$ cat src/rtl/hi_sim_sequencer.sv
// ---------------------------------------------------------------------------
// hi_sim_sequencer
//
// Frame-level controller for the HF tag-simulation datapath. It watches the
// post-hysteresis receive level for reader pauses and detects the end of a
// reader frame. If a response is armed, it waits the frame delay time after
// the last pause. It then drives mod_type and the modulation data for the
// armed number of bit periods, and returns to listening.
//
// Ports
//   ck_1356meg    in   13.56 MHz carrier clock, rising edge
//   nreset        in   asynchronous active-low reset
//   enable        in   sequencer enable; low forces IDLE
//   rx_level      in   demodulated level (1 = carrier, 0 = pause), synchronous
//   cfg_mod_type  in   mod_type to drive during TX, sampled at TX entry
//   tx_arm        in   pulse: latch tx_len and set/clear the pending response
//   tx_len        in   response length in bit periods (0 = cancel)
//   tx_bit        in   data for the bit being requested
//   mod_type      out  datapath mod_type, 000 outside TX
//   mod_data      out  datapath modulation data
//   tx_bit_req    out  pulse at the start of every bit period
//   frame_seen    out  pulse on end-of-reader-frame detection
//   tx_done       out  pulse after the last bit period
//   busy          out  high in FDT_WAIT and TX
//   state         out  debug state: IDLE=0 LISTEN=1 FDT_WAIT=2 TX=3
// ---------------------------------------------------------------------------
module hi_sim_sequencer #(
    parameter int CNT_W      = 12,
    parameter int PAUSE_MIN  = 16,
    parameter int EOF_CYCLES = 256,
    parameter int FDT_CYCLES = 1172,
    parameter int BIT_CYCLES = 128
) (
    input  logic       ck_1356meg,
    input  logic       nreset,
    input  logic       enable,
    input  logic       rx_level,
    input  logic [2:0] cfg_mod_type,
    input  logic       tx_arm,
    input  logic [7:0] tx_len,
    input  logic       tx_bit,
    output logic [2:0] mod_type,
    output logic       mod_data,
    output logic       tx_bit_req,
    output logic       frame_seen,
    output logic       tx_done,
    output logic       busy,
    output logic [2:0] state
);

    typedef enum logic [2:0] {
        ST_IDLE     = 3'd0,
        ST_LISTEN   = 3'd1,
        ST_FDT_WAIT = 3'd2,
        ST_TX       = 3'd3
    } state_t;

    localparam logic [CNT_W-1:0] CNT_ONE   = CNT_W'(1);
    localparam logic [CNT_W-1:0] PAUSE_THR = CNT_W'(PAUSE_MIN);
    // since_pause is compared one short of the target so that the registered
    // pulse/transition lands exactly EOF_CYCLES / FDT_CYCLES after the rising edge.
    localparam logic [CNT_W-1:0] EOF_LAST  = CNT_W'(EOF_CYCLES - 1);
    localparam logic [CNT_W-1:0] FDT_LAST  = CNT_W'(FDT_CYCLES - 1);
    localparam logic [CNT_W-1:0] BIT_LAST  = CNT_W'(BIT_CYCLES - 1);

    state_t           state_q;
    logic [CNT_W-1:0] low_cnt;
    logic [CNT_W-1:0] since_pause;
    logic             frame_active;
    logic             pending;
    logic [7:0]       len_q;
    logic [7:0]       bit_cnt;
    logic [CNT_W-1:0] phase;

    logic             detecting;
    logic             valid_pause;
    logic             eof_hit;
    logic             fdt_hit;
    logic             tx_enter;
    logic             arm_ok;
    logic [CNT_W-1:0] low_cnt_inc;
    logic [CNT_W-1:0] since_inc;

    assign state = state_q;

    // Saturating increments: the counters stick at all-ones instead of wrapping.
    assign low_cnt_inc = (low_cnt == '1) ? low_cnt : low_cnt + CNT_ONE;
    assign since_inc   = (since_pause == '1) ? since_pause : since_pause + CNT_ONE;

    // A pause only counts on the rising edge of rx_level after a long enough low.
    assign detecting   = (state_q == ST_LISTEN) || (state_q == ST_FDT_WAIT);
    assign valid_pause = detecting && rx_level && (low_cnt >= PAUSE_THR);
    assign eof_hit     = (state_q == ST_LISTEN) && frame_active && rx_level
                         && (since_pause >= EOF_LAST);
    assign fdt_hit     = (state_q == ST_FDT_WAIT) && (since_pause == FDT_LAST);
    // A new pause at the FDT deadline wins: the reader is still talking.
    assign tx_enter    = enable && fdt_hit && !valid_pause && pending;
    // Arming is locked out during TX and on the edge that starts TX, so the
    // length already latched is the one transmitted.
    assign arm_ok      = tx_arm && (state_q != ST_TX) && !tx_enter;

    // NOTE: every register here is written with non-blocking assignments so
    // that all right-hand sides see the pre-edge values, whatever the order
    // of the statements below.
    always_ff @(posedge ck_1356meg or negedge nreset) begin
        if (!nreset) begin
            state_q      <= ST_IDLE;
            low_cnt      <= '0;
            since_pause  <= '0;
            frame_active <= 1'b0;
            pending      <= 1'b0;
            len_q        <= '0;
            bit_cnt      <= '0;
            phase        <= '0;
            mod_type     <= 3'b000;
            mod_data     <= 1'b0;
            tx_bit_req   <= 1'b0;
            frame_seen   <= 1'b0;
            tx_done      <= 1'b0;
            busy         <= 1'b0;
        end else begin
            // Single-cycle pulses default low and are raised only where needed.
            frame_seen <= 1'b0;
            tx_done    <= 1'b0;
            tx_bit_req <= 1'b0;

            if (arm_ok) begin
                if (tx_len != 8'd0) begin
                    len_q   <= tx_len;
                    pending <= 1'b1;
                end else begin
                    pending <= 1'b0;
                end
            end

            if (!enable) begin
                // Pending response and latched length survive a disable.
                state_q      <= ST_IDLE;
                mod_type     <= 3'b000;
                mod_data     <= 1'b0;
                busy         <= 1'b0;
                low_cnt      <= '0;
                since_pause  <= '0;
                frame_active <= 1'b0;
                phase        <= '0;
                bit_cnt      <= '0;
            end else begin
                unique case (state_q)
                    ST_IDLE: begin
                        state_q     <= ST_LISTEN;
                        low_cnt     <= '0;
                        since_pause <= '0;
                    end

                    ST_LISTEN, ST_FDT_WAIT: begin
                        low_cnt     <= rx_level ? '0 : low_cnt_inc;
                        // Short lows keep since_pause running.
                        since_pause <= valid_pause ? '0 : since_inc;
                        if (valid_pause) begin
                            frame_active <= 1'b1;
                        end

                        if (state_q == ST_LISTEN) begin
                            if (!valid_pause && eof_hit) begin
                                frame_seen   <= 1'b1;
                                frame_active <= 1'b0;
                                if (pending) begin
                                    state_q <= ST_FDT_WAIT;
                                    busy    <= 1'b1;
                                end
                            end
                        end else if (valid_pause) begin
                            // Reader resumed: go back and wait for a new end of frame.
                            state_q <= ST_LISTEN;
                            busy    <= 1'b0;
                        end else if (tx_enter) begin
                            state_q     <= ST_TX;
                            pending     <= 1'b0;
                            bit_cnt     <= len_q;
                            phase       <= '0;
                            tx_bit_req  <= 1'b1;
                            mod_type    <= cfg_mod_type;
                            mod_data    <= 1'b0;
                            low_cnt     <= '0;
                            since_pause <= '0;
                        end else if (fdt_hit) begin
                            // Response was cancelled while waiting.
                            state_q <= ST_LISTEN;
                            busy    <= 1'b0;
                        end
                    end

                    ST_TX: begin
                        if (tx_bit_req) begin
                            mod_data <= tx_bit;
                        end
                        if (phase == BIT_LAST) begin
                            phase   <= '0;
                            bit_cnt <= bit_cnt - 8'd1;
                            if (bit_cnt <= 8'd1) begin
                                tx_done  <= 1'b1;
                                mod_type <= 3'b000;
                                mod_data <= 1'b0;
                                busy     <= 1'b0;
                                state_q  <= ST_LISTEN;
                            end else begin
                                tx_bit_req <= 1'b1;
                            end
                        end else begin
                            phase <= phase + CNT_ONE;
                        end
                    end

                    default: begin
                        state_q <= ST_IDLE;
                    end
                endcase
            end
        end
    end

endmodule
$ cat config.mk
export PLATFORM = sky130hd
export DESIGN_NAME = hi_sim_sequencer
export DESIGN_NICKNAME = d
export VERILOG_FILES = /design/src/rtl/hi_sim_sequencer.sv
export SDC_FILE = /design/constraint.sdc
export NUM_CORES = 1
export LEC_CHECK = 0
export CORE_AREA = 5 5 112 114
export DETAILED_ROUTE_END_ITERATION = 10
export DIE_AREA = 0 0 117 119
export SLEW_MARGIN = 20
export SYNTH_ARGS = -nofsm -noshare
export SYNTH_HDL_FRONTEND = slang
export SYNTH_SLANG_ARGS = --single-unit
$ cat constraint.sdc
create_clock -name ck_1356meg -period 2.6 [get_ports ck_1356meg]
set_clock_uncertainty 0.2 [all_clocks]
set_input_delay 0.52 -clock ck_1356meg [delete_from_list [all_inputs] [get_ports ck_1356meg]]
set_output_delay 0.52 -clock ck_1356meg [all_outputs]
set_load 0.01 [all_outputs]
==> run_summary.xml, run 1 <==
<?xml version="1.0" encoding="UTF-8"?>
<metrics>
  <group name="global_routing">
    <metric name="track_usage" unit="%">14.9</metric>
    <metric name="grt_antenna_before_repair" unit="">0</metric>
    <metric name="grt_pass1_wl" unit="microns">16800</metric>
    <metric name="grt_pass1_vias" unit="">3498</metric>
    <metric name="overflow" unit="">0</metric>
    <metric name="grt_max_degree" unit="">30</metric>
  </group>
  <group name="synth">
    <metric name="synth_warnings" unit="">0</metric>
    <metric name="synth_top_flop_cell" unit="">dfrtp_1</metric>
    <metric name="mappedNetlistNets" unit="">455</metric>
    <metric name="synth_cell_type_count" unit="">62</metric>
    <metric name="ys_seq_elements" unit="">64</metric>
    <metric name="syn_area_per_cell" unit="sq um">9.20</metric>
    <metric name="post_synth_edffs" unit="">0</metric>
    <metric name="synth.area.top_cells" unit="">dfrtp_1, nor2_1, o21ai_0</metric>
    <metric name="synth.yosys.seq_area_share" unit="%">40.8</metric>
    <metric name="synth-async-reset-ratio" unit="%">100</metric>
    <metric name="synthDominantCellAreaShare" unit="%">40.8</metric>
    <metric name="synth_cells" unit="">427</metric>
    <metric name="post-synth-top-area-cell" unit="">dfrtp_1</metric>
    <metric name="post_synth_design_cell_area" unit="sq um">3930</metric>
  </group>
  <group name="finish">
    <metric name="final_util" unit="%">44.3</metric>
    <metric name="finalInstanceArea" unit="sq um">5010</metric>
    <metric name="layout-drive-gt1-share" unit="%">24.3</metric>
    <metric name="fin_nets" unit="">523</metric>
    <metric name="final_cell_mix" unit="">dfrtp_1, buf_4, nor2_1</metric>
    <metric name="mostFrequentLayoutCell" unit="">dfrtp_1</metric>
    <metric name="area_growth_syn_to_layout" unit="%">27.6</metric>
    <metric name="insertedDiodeCount" unit="">0</metric>
    <metric name="num-fill-cells" unit="">1119</metric>
  </group>
  <group name="sta">
    <metric name="relative_slew_margins" unit="%">54.1</metric>
    <metric name="final.hold.worst_slack" unit="ns">0.305</metric>
    <metric name="max_slew.worst_pin.slew" unit="ns">0.688</metric>
    <metric name="setup_viol" unit="">3</metric>
    <metric name="period_minus_slack" unit="ns">2.61</metric>
    <metric name="finalMaxSlewViolations" unit="">0</metric>
    <metric name="timing.final.ws_setup" unit="ns">-0.0129</metric>
    <metric name="unrepaired_setup_endpoints_after_global_routing" unit="">yes</metric>
    <metric name="final_min_period_over_clock_period" unit="%">100</metric>
    <metric name="max_freq" unit="MHz">383</metric>
    <metric name="finalHoldViolCount" unit="">0</metric>
  </group>
  <group name="clock_network">
    <metric name="cts_tree" unit="">yes</metric>
    <metric name="clock_tree.htree_level_count" unit="">3</metric>
    <metric name="clk-insertion-delay-late" unit="ns">0.33</metric>
    <metric name="cts.clk_slew.worst_paths" unit="ns">0.05</metric>
    <metric name="number_of_buffers_on_the_longest_clock_path" unit="">2</metric>
    <metric name="cts_root_buf" unit="">clkbuf_16</metric>
    <metric name="clock_sink_count" unit="">64</metric>
    <metric name="cts_buffers" unit="">9</metric>
  </group>
  <group name="placement">
    <metric name="dp.final_hpwl" unit="microns">7020</metric>
    <metric name="port_buffers" unit="">26</metric>
    <metric name="place_area" unit="sq um">4560</metric>
    <metric name="place_congestion" unit="">0.862</metric>
  </group>
  <group name="routing">
    <metric name="drt-pass1-iter-count" unit="">4</metric>
    <metric name="drt-vias-per-instance" unit="">5.36</metric>
    <metric name="vias_after_detailed_routing" unit="">3434</metric>
    <metric name="drtIter0Drc" unit="">244</metric>
    <metric name="route.final.wire_length" unit="microns">9830</metric>
    <metric name="route.detailed.drc" unit="">0</metric>
    <metric name="route.detailed.wl_per_inst" unit="microns">15.3</metric>
    <metric name="ant_nets" unit="">0</metric>
  </group>
  <group name="run_status">
    <metric name="outcome" unit="">complete, but fails checks</metric>
    <metric name="violations" unit="">negative setup slack</metric>
  </group>
  <group name="pwr">
    <metric name="powerDensity" unit="nW/um^2">726</metric>
    <metric name="total_power" unit="mW">3.64</metric>
    <metric name="irDropWorstVdd" unit="mV">0.368</metric>
    <metric name="cellLeakagePower" unit="nW">2.09</metric>
  </group>
  <group name="floorplanning">
    <metric name="vertical_die_dimension" unit="microns">119</metric>
    <metric name="core.rowCount" unit="">39</metric>
    <metric name="die_area" unit="sq um">13900</metric>
    <metric name="fp.coreArea" unit="sq um">11300</metric>
    <metric name="io_pins" unit="">28</metric>
    <metric name="die_w" unit="microns">117</metric>
    <metric name="floorplan.initialDensity" unit="%">34.7</metric>
  </group>
  <group name="setup_path">
    <metric name="crit_fanout" unit="">6</metric>
    <metric name="slowest_cell_on_the_critical_path" unit="">dfrtp_1</metric>
    <metric name="rr_endpoint" unit="">bit_cnt[4]</metric>
    <metric name="critical_path_required" unit="ns">2.61</metric>
    <metric name="critical_path_class" unit="">flop to flop</metric>
    <metric name="crit_chain" unit="">ha_4 -&gt; or3b_4 -&gt; nor4_4 -&gt; a21boi_2 -&gt; o31a_2 -&gt; buf_6 -&gt; o21ai_2 -&gt; o31ai_2</metric>
    <metric name="reg2regPathDepth" unit="">8</metric>
    <metric name="timing.critical_path.to_type" unit="">flop</metric>
    <metric name="worst_path_dominant_cell_family" unit="">simple AND/OR/NAND/NOR gates</metric>
    <metric name="cp.buffers_inverters" unit="">1</metric>
    <metric name="critical_path.reg2reg.startpoint" unit="">since_pause[1]</metric>
    <metric name="start_kind" unit="">flop</metric>
    <metric name="timing.critical_path.slowest_cell_delay" unit="ns">0.42</metric>
    <metric name="arrival" unit="ns">2.62</metric>
    <metric name="r2r_slack" unit="ns">-0.01</metric>
  </group>
  <group name="min_path">
    <metric name="min_to" unit="">phase[0]</metric>
    <metric name="timing.hold.worst.class" unit="">flop to flop</metric>
    <metric name="timing.hold.worst.start" unit="">phase[0]</metric>
    <metric name="hold_depth" unit="">1</metric>
  </group>
  <group name="job">
    <metric name="maxCapViolations" unit="">0</metric>
  </group>
</metrics>
-- power breakdown --
part           leakage, nW  switching (mW)  internal [mW]  total, mW
Sequential           0.861           0.113           1.10       1.22
Clock                0.134           0.430          0.727       1.16
Combinational         1.10           0.689          0.580       1.27
Total                 2.09            1.23           2.41       3.64
-- kinds of logic after synthesis --
| group | Yosys count | share of synthesized area [%] |
|---|---|---|
| flip-flops | 64 | 40.8 |
| buffers and inverters | 34 | 4.65 |
| other | 1 | 0.0954 |
| AO/OA/AOI/OAI | 131 | 23.1 |
| AND/OR/NAND/NOR | 171 | 23.0 |
| multiplexers | 15 | 4.93 |
| adder cells (fa/ha/maj) | 11 | 3.50 |
-- cells in the mapped netlist (2+ instances only) --
library cell  number
a21o_1             2
a21oi_1           25
a22o_1             2
a31o_2             3
a31oi_1           11
a32oi_1            2
a41oi_1            4
and2_1             2
and3_1             5
buf_2              2
buf_4              2
buf_6              6
clkbuf_1          10
dfrtp_1           64
ha_1              11
inv_1             13
mux2_4             8
mux2i_1            6
nand2_1           37
nand2b_1           6
nand3_1           23
nand3b_1           3
nand4_1            8
nand4b_1           3
nor2_1            42
nor2b_1            3
nor3_1            11
nor4_1             7
o211ai_1           5
o21ai_0           29
o21ai_1           16
o21ai_2            5
o31a_1             2
o31ai_1            9
o41ai_2            5
or2_2              4
or3_1              3
or3_4              2
or4_4              3
-- layout make-up --
| class | instances | area (sq um) | area share [%] |
|---|---|---|---|
| Clock buffer | 10 | 229 | 4.57 |
| Clock inverter | 4 | 47.5 | 0.948 |
| Inverter | 13 | 48.8 | 0.973 |
| Multi-Input combinational cell | 329 | 2220 | 44.2 |
| Sequential cell | 64 | 1600 | 31.9 |
| Tap cell | 143 | 179 | 3.57 |
| Timing Repair Buffer | 78 | 692 | 13.8 |
-- state kept, by name, indices dropped and copies added, names as in the netlist, 2 cells and up --
| name | cells |
|---|---|
| low_cnt | 12 |
| phase | 12 |
| len_q | 8 |
| mod_type | 3 |
| state | 2 |
| bit_cnt | 8 |
| since_pause | 12 |
-- per-stage QoR --
stage	setup TNS, ns	cells	worst slack, ns
after CTS	0	630	0.00581
after global routing	-1.23	641	-0.0991
after global placement	-1.11	615	-0.132
after floorplan	0	427	0.146
after detailed placement	-1.75	615	-0.214
final	-0.0307	641	-0.0129
-- layer usage --
layer	vias up	GRT usage, %	routed length (microns)
met3	10	3.55	205
met1	1663	18.9	4530
li1	1729	-	-
met4	0	5.09	163
met5	-	0	0
met2	32	24.5	4940
-- worst max-delay path by stage --
stage | depth (start not counted) | end | slack [ns] | startpoint
final | 8 | bit_cnt[4] | -0.01 | since_pause[1]
after global routing | 8 | bit_cnt[4] | -0.1 | since_pause[1]
after CTS | 7 | bit_cnt[1] | 0.006 | since_pause[1]
after detailed placement | 6 | len_q[6] | -0.21 | rx_level
after global placement | 6 | len_q[4] | -0.13 | rx_level
after floorplan | 9 | phase[11] | 0.15 | since_pause[0]
-- timing repair --
item	CTS	global route
setup endpoints to repair	4	45
resized for setup	4	28
pin swaps	0	8
hold buffers	1	0
hold endpoints to repair	19	0
setup buffers	0	11
Note: power is estimated with default switching activity, not from simulation.
==> run 2: changes to the inputs <==
Settings changed: SETUP_SLACK_MARGIN set to 0.05, SLEW_MARGIN 20 to not set.
==> run 2 against run 1 <==
Effect of this change: the flow now finishes without violations; core utilization down 0.41 points; maximum frequency increased by 4.4%; final area fell by 0.92%; flip-flop and latch count unchanged; clock power is essentially flat; sequential power barely moved; total power decreased by 1.0%; worst hold slack worse by 0.0015 ns; non-clock buffer count is 2 lower; final cell count is 0.16% lower; setup slack better by 0.11 ns; global-route usage grew 0.27 points.
==> run_summary.xml, run 2 (synthesis results as in run 1) <==
<?xml version="1.0" encoding="UTF-8"?>
<metrics>
  <group name="sta">
    <metric name="max_freq" unit="MHz">399</metric>
    <metric name="finalMaxSlewViolations" unit="">0</metric>
    <metric name="period_minus_slack" unit="ns">2.50</metric>
    <metric name="setup_viol" unit="">0</metric>
    <metric name="final_min_period_over_clock_period" unit="%">96.3</metric>
    <metric name="timing.final.ws_setup" unit="ns">0.0964</metric>
    <metric name="finalHoldViolCount" unit="">0</metric>
    <metric name="unrepaired_setup_endpoints_after_global_routing" unit="">yes</metric>
    <metric name="relative_slew_margins" unit="%">51.7</metric>
    <metric name="max_slew.worst_pin.slew" unit="ns">0.724</metric>
    <metric name="final.hold.worst_slack" unit="ns">0.303</metric>
    <metric name="finalSetupTns" unit="ns">0</metric>
  </group>
  <group name="routing">
    <metric name="ant_nets" unit="">0</metric>
    <metric name="route.detailed.drc" unit="">0</metric>
    <metric name="drt-pass1-iter-count" unit="">4</metric>
    <metric name="drtIter0Drc" unit="">266</metric>
    <metric name="vias_after_detailed_routing" unit="">3465</metric>
    <metric name="route.final.wire_length" unit="microns">9910</metric>
    <metric name="route.detailed.wl_per_inst" unit="microns">15.5</metric>
    <metric name="drt-vias-per-instance" unit="">5.41</metric>
  </group>
  <group name="finish">
    <metric name="num-fill-cells" unit="">1127</metric>
    <metric name="final_cell_mix" unit="">dfrtp_1, buf_4, nor2_1</metric>
    <metric name="insertedDiodeCount" unit="">0</metric>
    <metric name="area_growth_syn_to_layout" unit="%">26.4</metric>
    <metric name="multi_input_comb_area" unit="sq um">2190</metric>
    <metric name="mostFrequentLayoutCell" unit="">dfrtp_1</metric>
    <metric name="finalInstanceArea" unit="sq um">4970</metric>
    <metric name="layout_top_registers" unit="">low_cnt: 12 flops, phase: 12 flops, since_pause: 12 flops</metric>
    <metric name="ff_latch_area" unit="sq um">1600</metric>
    <metric name="post_layout_nonfiller_instances" unit="">640</metric>
    <metric name="final_util" unit="%">43.9</metric>
    <metric name="layout-drive-gt1-share" unit="%">22.9</metric>
    <metric name="fin_nets" unit="">522</metric>
  </group>
  <group name="global_routing">
    <metric name="grt_antenna_before_repair" unit="">0</metric>
    <metric name="grt_pass1_wl" unit="microns">17100</metric>
    <metric name="overflow" unit="">0</metric>
    <metric name="grt_pass1_vias" unit="">3536</metric>
    <metric name="track_usage" unit="%">15.1</metric>
    <metric name="grt_max_degree" unit="">30</metric>
  </group>
  <group name="pwr">
    <metric name="share_of_power_burned_in_the_clock_network" unit="%">32.1</metric>
    <metric name="netSwitchingPower" unit="mW">1.22</metric>
    <metric name="pwr-share-comb" unit="%">34.3</metric>
    <metric name="internal_power" unit="mW">2.38</metric>
    <metric name="power.share.switching" unit="%">34.0</metric>
    <metric name="powerDensity" unit="nW/um^2">726</metric>
    <metric name="total_power" unit="mW">3.61</metric>
    <metric name="irDropWorstVdd" unit="mV">0.390</metric>
    <metric name="cellLeakagePower" unit="nW">2.07</metric>
    <metric name="seq_power_share" unit="%">33.6</metric>
  </group>
  <group name="floorplanning">
    <metric name="die_area" unit="sq um">13900</metric>
    <metric name="fp.coreArea" unit="sq um">11300</metric>
    <metric name="floorplan.initialDensity" unit="%">34.7</metric>
    <metric name="vertical_die_dimension" unit="microns">119</metric>
    <metric name="core.rowCount" unit="">39</metric>
    <metric name="io_pins" unit="">28</metric>
    <metric name="die_w" unit="microns">117</metric>
  </group>
  <group name="setup_path">
    <metric name="critical_path_required" unit="ns">2.63</metric>
    <metric name="critical_path_class" unit="">flop to flop</metric>
    <metric name="crit_fanout" unit="">19</metric>
    <metric name="arrival" unit="ns">2.53</metric>
    <metric name="start_kind" unit="">flop</metric>
    <metric name="timing.critical_path.to_type" unit="">flop</metric>
  </group>
  <group name="placement">
    <metric name="numPlacedInstances" unit="">615</metric>
    <metric name="preCtsSetupSlack" unit="ns">-0.214</metric>
    <metric name="port_buffers" unit="">26</metric>
    <metric name="dp.final_hpwl" unit="microns">7020</metric>
    <metric name="place_congestion" unit="">0.862</metric>
    <metric name="place_area" unit="sq um">4560</metric>
  </group>
  <group name="run_status">
    <metric name="outcome" unit="">completed</metric>
  </group>
  <group name="clock_network">
    <metric name="clock_tree.htree_level_count" unit="">3</metric>
    <metric name="cts_root_buf" unit="">clkbuf_16</metric>
    <metric name="cts_buffers" unit="">9</metric>
    <metric name="cts.clk_slew.worst_paths" unit="ns">0.05</metric>
    <metric name="cts_tree" unit="">yes</metric>
    <metric name="clk-insertion-delay-late" unit="ns">0.33</metric>
    <metric name="clock_sink_count" unit="">64</metric>
    <metric name="number_of_buffers_on_the_longest_clock_path" unit="">2</metric>
  </group>
  <group name="min_path">
    <metric name="timing.hold.worst.class" unit="">flop to flop</metric>
  </group>
  <group name="job">
    <metric name="maxCapViolations" unit="">0</metric>
  </group>
</metrics>
run 2: worst paths after layout:
| check | from | to | slack, ns | cells past startpoint |
|---|---|---|---|---|
| min | phase[0] | phase[0] | 0.30 | 1 |
| max reg2reg | since_pause[0] | phase[10] | 0.1 | 7 |
| min reg2reg | phase[0] | phase[0] | 0.30 | 1 |
| max | since_pause[0] | phase[10] | 0.1 | 7 |
| min in group asynchronous | nreset | bit_cnt[4] | 0.52 | 2 |
| max in group asynchronous | nreset | state[0] | 1.11 | 3 |
run 2: repair_timing:
item,CTS,global route
cloned,1,0
endpoints found under the hold margin,19,0
buffers inserted,4,5
gates resized for setup,8,7
hold buffers,1,0
setup endpoints to repair,24,40
pin swaps,3,7
run 2: critical path, stage by stage (launching register included):
cell,delay (ns)
dfrtp_1,0.39
ha_4,0.16
or3b_4,0.41
nor4_4,0.35
mux2i_2,0.13
o31a_1,0.29
buf_12,0.17
o41ai_2,0.30
run 2: power by group through the flow:
stage | clock network [mW] | registers, mW | logic [mW]
2_1_floorplan | 0 | 1.20 | 0.788
3_3_place_gp | 0 | 1.22 | 1.10
3_5_place_dp | 0 | 1.22 | 1.12
4_1_cts | 1.18 | 1.21 | 1.21
5_1_grt | 1.22 | 1.23 | 1.38
6_report | 1.16 | 1.21 | 1.24
run 2: routing by layer:
layer | vias to the layer above | GRT usage, % | part of all wire [%]
li1 | 1730 | - | -
met1 | 1691 | 19.2 | 46
met2 | 33 | 25.1 | 50
met3 | 11 | 3.45 | 2.2
met4 | 0 | 5.16 | 1.7
met5 | - | 0 | 0
run 2: layout make-up:
| cell class | count | area share [%] |
|---|---|---|
| multi-input combinational | 330 | 44.2 |
| sequential | 64 | 32.3 |
| timing repair buffer | 76 | 13.4 |
| clock buffer | 10 | 4.61 |
| tap | 143 | 3.60 |
| inverter | 13 | 0.982 |
| clock inverter | 4 | 0.957 |
